$ cat src/rtl/alu_ctrl_pkg.sv
// Shared definitions for the ALU arbiter slice:
// opcodes, controller state encoding and default widths.
package alu_ctrl_pkg;

    localparam int DATA_W_DEF = 4;
    localparam int OP_W_DEF   = 3;

    localparam logic [OP_W_DEF-1:0] OP_ADD = 3'b000;
    localparam logic [OP_W_DEF-1:0] OP_SUB = 3'b001;
    localparam logic [OP_W_DEF-1:0] OP_AND = 3'b010;
    localparam logic [OP_W_DEF-1:0] OP_OR  = 3'b011;
    localparam logic [OP_W_DEF-1:0] OP_XOR = 3'b100;
    localparam logic [OP_W_DEF-1:0] OP_NOT = 3'b101;
    localparam logic [OP_W_DEF-1:0] OP_SHL = 3'b110;
    localparam logic [OP_W_DEF-1:0] OP_SHR = 3'b111;

    typedef enum logic [1:0] {
        ST_IDLE = 2'b00,
        ST_EXEC = 2'b01,
        ST_RESP = 2'b10
    } state_t;

endpackage

$ cat src/rtl/rr_arbiter_2.sv
// Two-way round-robin arbiter: a lone request wins outright,
// a tie goes to the requester that did not win last time.
module rr_arbiter_2 (
    input  logic [1:0] i_req,
    input  logic       i_last,
    output logic [1:0] o_grant
);

    always_comb begin
        o_grant = i_req;
        if (i_req == 2'b11) begin
            o_grant = i_last ? 2'b01 : 2'b10;
        end
    end

endmodule

$ cat src/rtl/alu_4bit_arbiter.sv
// Shares one external alu_4bit between two valid/ready requesters,
// holding each result in a per-requester response register.
module alu_4bit_arbiter
    import alu_ctrl_pkg::*;
#(
    parameter int DATA_W = DATA_W_DEF,
    parameter int OP_W   = OP_W_DEF
) (
    input  logic              clk,
    input  logic              rst,
    input  logic              req0_valid,
    output logic              req0_ready,
    input  logic [DATA_W-1:0] req0_A,
    input  logic [DATA_W-1:0] req0_B,
    input  logic [OP_W-1:0]   req0_opcode,
    input  logic              req1_valid,
    output logic              req1_ready,
    input  logic [DATA_W-1:0] req1_A,
    input  logic [DATA_W-1:0] req1_B,
    input  logic [OP_W-1:0]   req1_opcode,
    output logic              rsp0_valid,
    input  logic              rsp0_ready,
    output logic [DATA_W-1:0] rsp0_results,
    output logic              rsp0_zero_flag,
    output logic              rsp0_carry_flag,
    output logic              rsp1_valid,
    input  logic              rsp1_ready,
    output logic [DATA_W-1:0] rsp1_results,
    output logic              rsp1_zero_flag,
    output logic              rsp1_carry_flag,
    output logic [DATA_W-1:0] alu_A,
    output logic [DATA_W-1:0] alu_B,
    output logic [OP_W-1:0]   alu_opcode,
    input  logic [DATA_W-1:0] alu_results,
    input  logic              alu_zero_flag,
    input  logic              alu_carry_flag,
    output logic              busy,
    output logic              grant_id
);

    state_t            r_state;
    state_t            w_next;
    logic              r_last;
    logic              r_gid;
    logic [1:0]        w_grant;
    logic              w_win_id;
    logic              w_accept;
    logic              w_rsp_hs;
    logic [DATA_W-1:0] r_A;
    logic [DATA_W-1:0] r_B;
    logic [OP_W-1:0]   r_op;
    logic              r_rsp0_valid;
    logic [DATA_W-1:0] r_rsp0_res;
    logic              r_rsp0_z;
    logic              r_rsp0_c;
    logic              r_rsp1_valid;
    logic [DATA_W-1:0] r_rsp1_res;
    logic              r_rsp1_z;
    logic              r_rsp1_c;

    rr_arbiter_2 u_arb (
        .i_req   ({req1_valid, req0_valid}),
        .i_last  (r_last),
        .o_grant (w_grant)
    );

    assign w_win_id = w_grant[1];
    assign w_accept = (r_state == ST_IDLE) && (w_grant != 2'b00);
    assign w_rsp_hs = r_gid ? (r_rsp1_valid && rsp1_ready)
                            : (r_rsp0_valid && rsp0_ready);

    always_ff @(posedge clk) begin
        if (rst) begin
            r_state <= ST_IDLE;
        end else begin
            r_state <= w_next;
        end
    end

    always_comb begin
        w_next = r_state;
        unique case (r_state)
            ST_IDLE: if (w_accept) w_next = ST_EXEC;
            ST_EXEC: w_next = ST_RESP;
            ST_RESP: if (w_rsp_hs) w_next = ST_IDLE;
            default: w_next = ST_IDLE;
        endcase
    end

    always_comb begin
        req0_ready = (r_state == ST_IDLE) && w_grant[0];
        req1_ready = (r_state == ST_IDLE) && w_grant[1];
        busy       = (r_state != ST_IDLE);
    end

    // Operand regs and rsp regs only move on the FSM transitions below,
    // so they stay bit-stable through any amount of response backpressure.
    always_ff @(posedge clk) begin
        if (rst) begin
            r_last       <= 1'b1;
            r_gid        <= 1'b0;
            r_A          <= '0;
            r_B          <= '0;
            r_op         <= '0;
            r_rsp0_valid <= 1'b0;
            r_rsp0_res   <= '0;
            r_rsp0_z     <= 1'b0;
            r_rsp0_c     <= 1'b0;
            r_rsp1_valid <= 1'b0;
            r_rsp1_res   <= '0;
            r_rsp1_z     <= 1'b0;
            r_rsp1_c     <= 1'b0;
        end else begin
            if (w_accept) begin
                r_gid <= w_win_id;
                r_A   <= w_win_id ? req1_A : req0_A;
                r_B   <= w_win_id ? req1_B : req0_B;
                r_op  <= w_win_id ? req1_opcode : req0_opcode;
            end
            if (r_state == ST_EXEC) begin
                if (r_gid) begin
                    r_rsp1_valid <= 1'b1;
                    r_rsp1_res   <= alu_results;
                    r_rsp1_z     <= alu_zero_flag;
                    r_rsp1_c     <= alu_carry_flag;
                end else begin
                    r_rsp0_valid <= 1'b1;
                    r_rsp0_res   <= alu_results;
                    r_rsp0_z     <= alu_zero_flag;
                    r_rsp0_c     <= alu_carry_flag;
                end
            end
            if ((r_state == ST_RESP) && w_rsp_hs) begin
                r_last <= r_gid;
                if (r_gid) begin
                    r_rsp1_valid <= 1'b0;
                end else begin
                    r_rsp0_valid <= 1'b0;
                end
            end
        end
    end

    assign alu_A           = r_A;
    assign alu_B           = r_B;
    assign alu_opcode      = r_op;
    assign grant_id        = r_gid;
    assign rsp0_valid      = r_rsp0_valid;
    assign rsp0_results    = r_rsp0_res;
    assign rsp0_zero_flag  = r_rsp0_z;
    assign rsp0_carry_flag = r_rsp0_c;
    assign rsp1_valid      = r_rsp1_valid;
    assign rsp1_results    = r_rsp1_res;
    assign rsp1_zero_flag  = r_rsp1_z;
    assign rsp1_carry_flag = r_rsp1_c;

endmodule
$ cat config.mk
export PLATFORM = sky130hd
export DESIGN_NAME = alu_4bit_arbiter
export DESIGN_NICKNAME = d
export VERILOG_FILES = /design/src/rtl/alu_ctrl_pkg.sv /design/src/rtl/rr_arbiter_2.sv /design/src/rtl/alu_4bit_arbiter.sv
export SDC_FILE = /design/constraint.sdc
export NUM_CORES = 1
export LEC_CHECK = 0
export ABC_AREA = 1
export BUFFER_PORTS_ARGS = -buffer_cell sky130_fd_sc_hd__buf_2
export CAP_MARGIN = 40
export CORE_MARGIN = 2
export CORE_UTILIZATION = 49
export CTS_CLUSTER_DIAMETER = 30
export CTS_CLUSTER_SIZE = 10
export DETAILED_ROUTE_END_ITERATION = 8
export GPL_ROUTABILITY_DRIVEN = 0
export PLACE_DENSITY = 0.85
export RECOVER_POWER = 50
export SLEW_MARGIN = 20
export SYNTH_ARGS = -nofsm -noshare
export SYNTH_HDL_FRONTEND = slang
export SYNTH_SLANG_ARGS = --single-unit
export TNS_END_PERCENT = 20
$ cat constraint.sdc
create_clock -name clk -period 2.5 [get_ports clk]
set_clock_uncertainty 0.2 [all_clocks]
set_input_delay 0.5 -clock clk [delete_from_list [all_inputs] [get_ports clk]]
set_output_delay 0.5 -clock clk [all_outputs]
set_load 0.02 [all_outputs]
==> impl_metrics.yaml <==
outcome:
  outcome: "complete, no violations"
timing:
  fmax_mhz: 471
  finalWorstSetupSlack_ns: 0.376
  final-hold-violation-count: 0
  min_period_ns: 2.12
  rsz0062_at_grt: "no"
  worst_slew_pin_slew_ns: 0.811
  slew_headroom_pct: 45.7
  tns_ns: 0
  setup_viol: 0
  fin_crit_sh_pct: 84.9
  drv_slew: 0
worst_setup_path:
  endpoint_kind: "primary output"
  reg2reg_from: "r_state[0]"
  critPathLaunch: "r_last"
  worstSetupEndpoint: "req1_ready"
  reg2reg_depth: 5
  startpoint_type: "flip-flop"
  cp.arrival_ns: 1.42
  r2r_slack_ns: 0.54
  crit_fanout: 14
  r2r_end: "rsp1_results[2]"
  path_class: "flip-flop to primary output"
  critPathRequiredTime_ns: 1.80
global_route:
  antenna_found_initial: 0
  grt_first_pass_wirelength_um: 5020
  first_global_vias: 1260
  grt_max_degree: 24
  track_usage_pct: 19.9
  grt_overflow_total: 0
worst_hold_path:
  min_from: "alu_results[1]"
  hold_class: "primary input to flip-flop"
detailed_routing:
  wire_per_inst_um: 10.4
  dr.pass1.iters: 4
  drc: 0
  num_vias: 1395
  routed_wl_um: 3080
  detail-route-antenna-nets: 0
  initialDrtViolationCount: 70
  vias_per_cell: 4.73
clock_network:
  cts_tree: "done"
  htreeDepth: 2
  postCtsHoldBufs: 0
  clk_pin_slew_worst_paths_ns: 0.09
  cts_sinks: 29
  clockRootBuffer: "clkbuf_4"
  post_cts_resized: 0
  cts_buffers: 5
  insertion_delay_ns: 0.32
  clock_path_buffers: 2
  post_cts_buffers: 0
power:
  power_leakage_nw: 0.900
  sw_frac_of_total_pct: 32.2
  p_clk_share_pct: 29.0
  p_sw_w: 0.000360
  pwr-share-comb_pct: 23.8
  p_int_w: 0.000756
  ir_drop_mv: 0.468
  powerDensity_mw_per_mm2: 667
  seqPwrFrac_pct: 47.2
layout:
  drive_above_1_share_pct: 22.3
  area_growth_pct: 22.7
  finish.net_count: 297
  diodes: 0
place:
  post-dp-hpwl_um: 2270
  portBuffers: 62
  pre_cts_slack_ns: 0.459
flow_run:
  maxCapViolCount: 0
floorplan:
  rows: 19
  fp.dieW_um: 56.8
  core_sq_mm: 0.00271
  boundaryPins: 63
  dieArea_sq_mm: 0.00322
  die_y_um: 56.8
  initial_core_util_pct: 50.3
synth:
  seq_area_frac_synth_pct: 42.6
  ys_ff_latch: 29
  synth.net_count: 237
  ys_types: 15
  yosysWarnings: 0
  avgSynthCellArea_sq_um: 6.72
  synth_cells: 203
  syn-cell-area_sq_mm: 0.00136
-- metrics by stage --
step / std cells / area (sq um) / total power [W] / util (%) / hold WS (ns)
2_1_floorplan: 203 / 1360 / 0.000741 / - / 0.219
3_3_place_gp: 287 / 1640 / 0.000811 / 60.4 / 0.235
3_5_place_dp: 287 / 1640 / 0.000815 / 60.4 / 0.241
4_1_cts: 295 / 1710 / 0.00114 / 63.0 / 0.231
5_1_grt: 295 / 1670 / 0.00119 / 61.7 / 0.241
6_report: 295 / 1670 / 0.00112 / 61.7 / 0.250
-- cells in the final DEF, fill, tap and decap left out, drive strengths merged --
cell / count
a21oi: 15
buf: 49
clkbuf: 21
clkinv: 1
dfxtp: 29
inv: 23
nand2: 70
nand3: 28
nor2: 27
o21ai: 1
-- critical path: stages (launching register included) --
cell	delay (ns)
dfxtp_1	0.34
inv_1	0.04
nand2_1	0.31
nand2_1	0.13
nand2_1	0.10
inv_1	0.04
buf_2	0.14
-- how the worst min path moves through the flow --
stage / endpoint / slack (ns) / cells after the start
6_report: rsp1_results[1] / 0.25 / 3
3_3_place_gp: r_last / 0.23 / 2
4_1_cts: rsp1_results[1] / 0.23 / 3
2_1_floorplan: r_last / 0.22 / 2
3_5_place_dp: r_last / 0.24 / 2
5_1_grt: rsp0_results[1] / 0.24 / 3
-- flip-flops by register name (all words and copies together), names as in the netlist, named ones only --
register / flops
rsp1_carry_flag: 1
r_last: 1
alu_B: 4
rsp0_carry_flag: 1
alu_A: 4
rsp1_zero_flag: 1
rsp0_results: 4
alu_opcode: 3
rsp0_zero_flag: 1
rsp1_results: 4
grant_id: 1
r_state: 2
-- power groups by stage --
stage / logic [W] / registers, W / clock network (W)
6_report: 0.000266 / 0.000527 / 0.000323
5_1_grt: 0.000301 / 0.000532 / 0.000354
4_1_cts: 0.000279 / 0.000527 / 0.000335
3_5_place_dp: 0.000277 / 0.000538 / 0
3_3_place_gp: 0.000274 / 0.000537 / 0
2_1_floorplan: 0.000161 / 0.000580 / 0
-- per-layer routing --
metal	global-route usage [%]	up-vias	part of all wire, %	routed length, um
li1	-	744	-	-
met1	22.9	584	43	1330
met2	34.1	63	47	1440
met3	7.14	4	9.1	281
met4	6.98	0	0.81	25
met5	0	-	0	0
-- cells by family after synthesis --
logic type / Yosys count / share of synthesized area [%]
AOI/OAI and AO/OA: 16 / 5.87
buffers and inverters: 33 / 12.4
DFF: 29 / 42.6
and+or+nand+nor: 125 / 39.2
-- synthesized netlist by cell type --
master    n  area (sq um)
nor2_1   25          93.8
dfxtp_1  29           581
nand2_4   1          11.3
nand2_1  68           255
nand2_2   1          6.26
nand3_1  27           135
inv_1    22          82.6
nor2_4    2          22.5
buf_4     3          22.5
inv_2     1          3.75
buf_6     4          45.0
o21ai_0   1          5.00
a21oi_1  15          75.1
nand3_2   1          10.0
buf_2     3          15.0
-- cell type report --
type,count,area (sq um)
fillers,284,1040
multi-input cells,141,597
flip-flops and latches,29,581
repair buffers,63,300
inverters,23,86.3
clock buffers,7,65.1
well taps,31,38.8
clock inverters,1,5.00
Note: power is estimated with default switching activity, not from simulation.
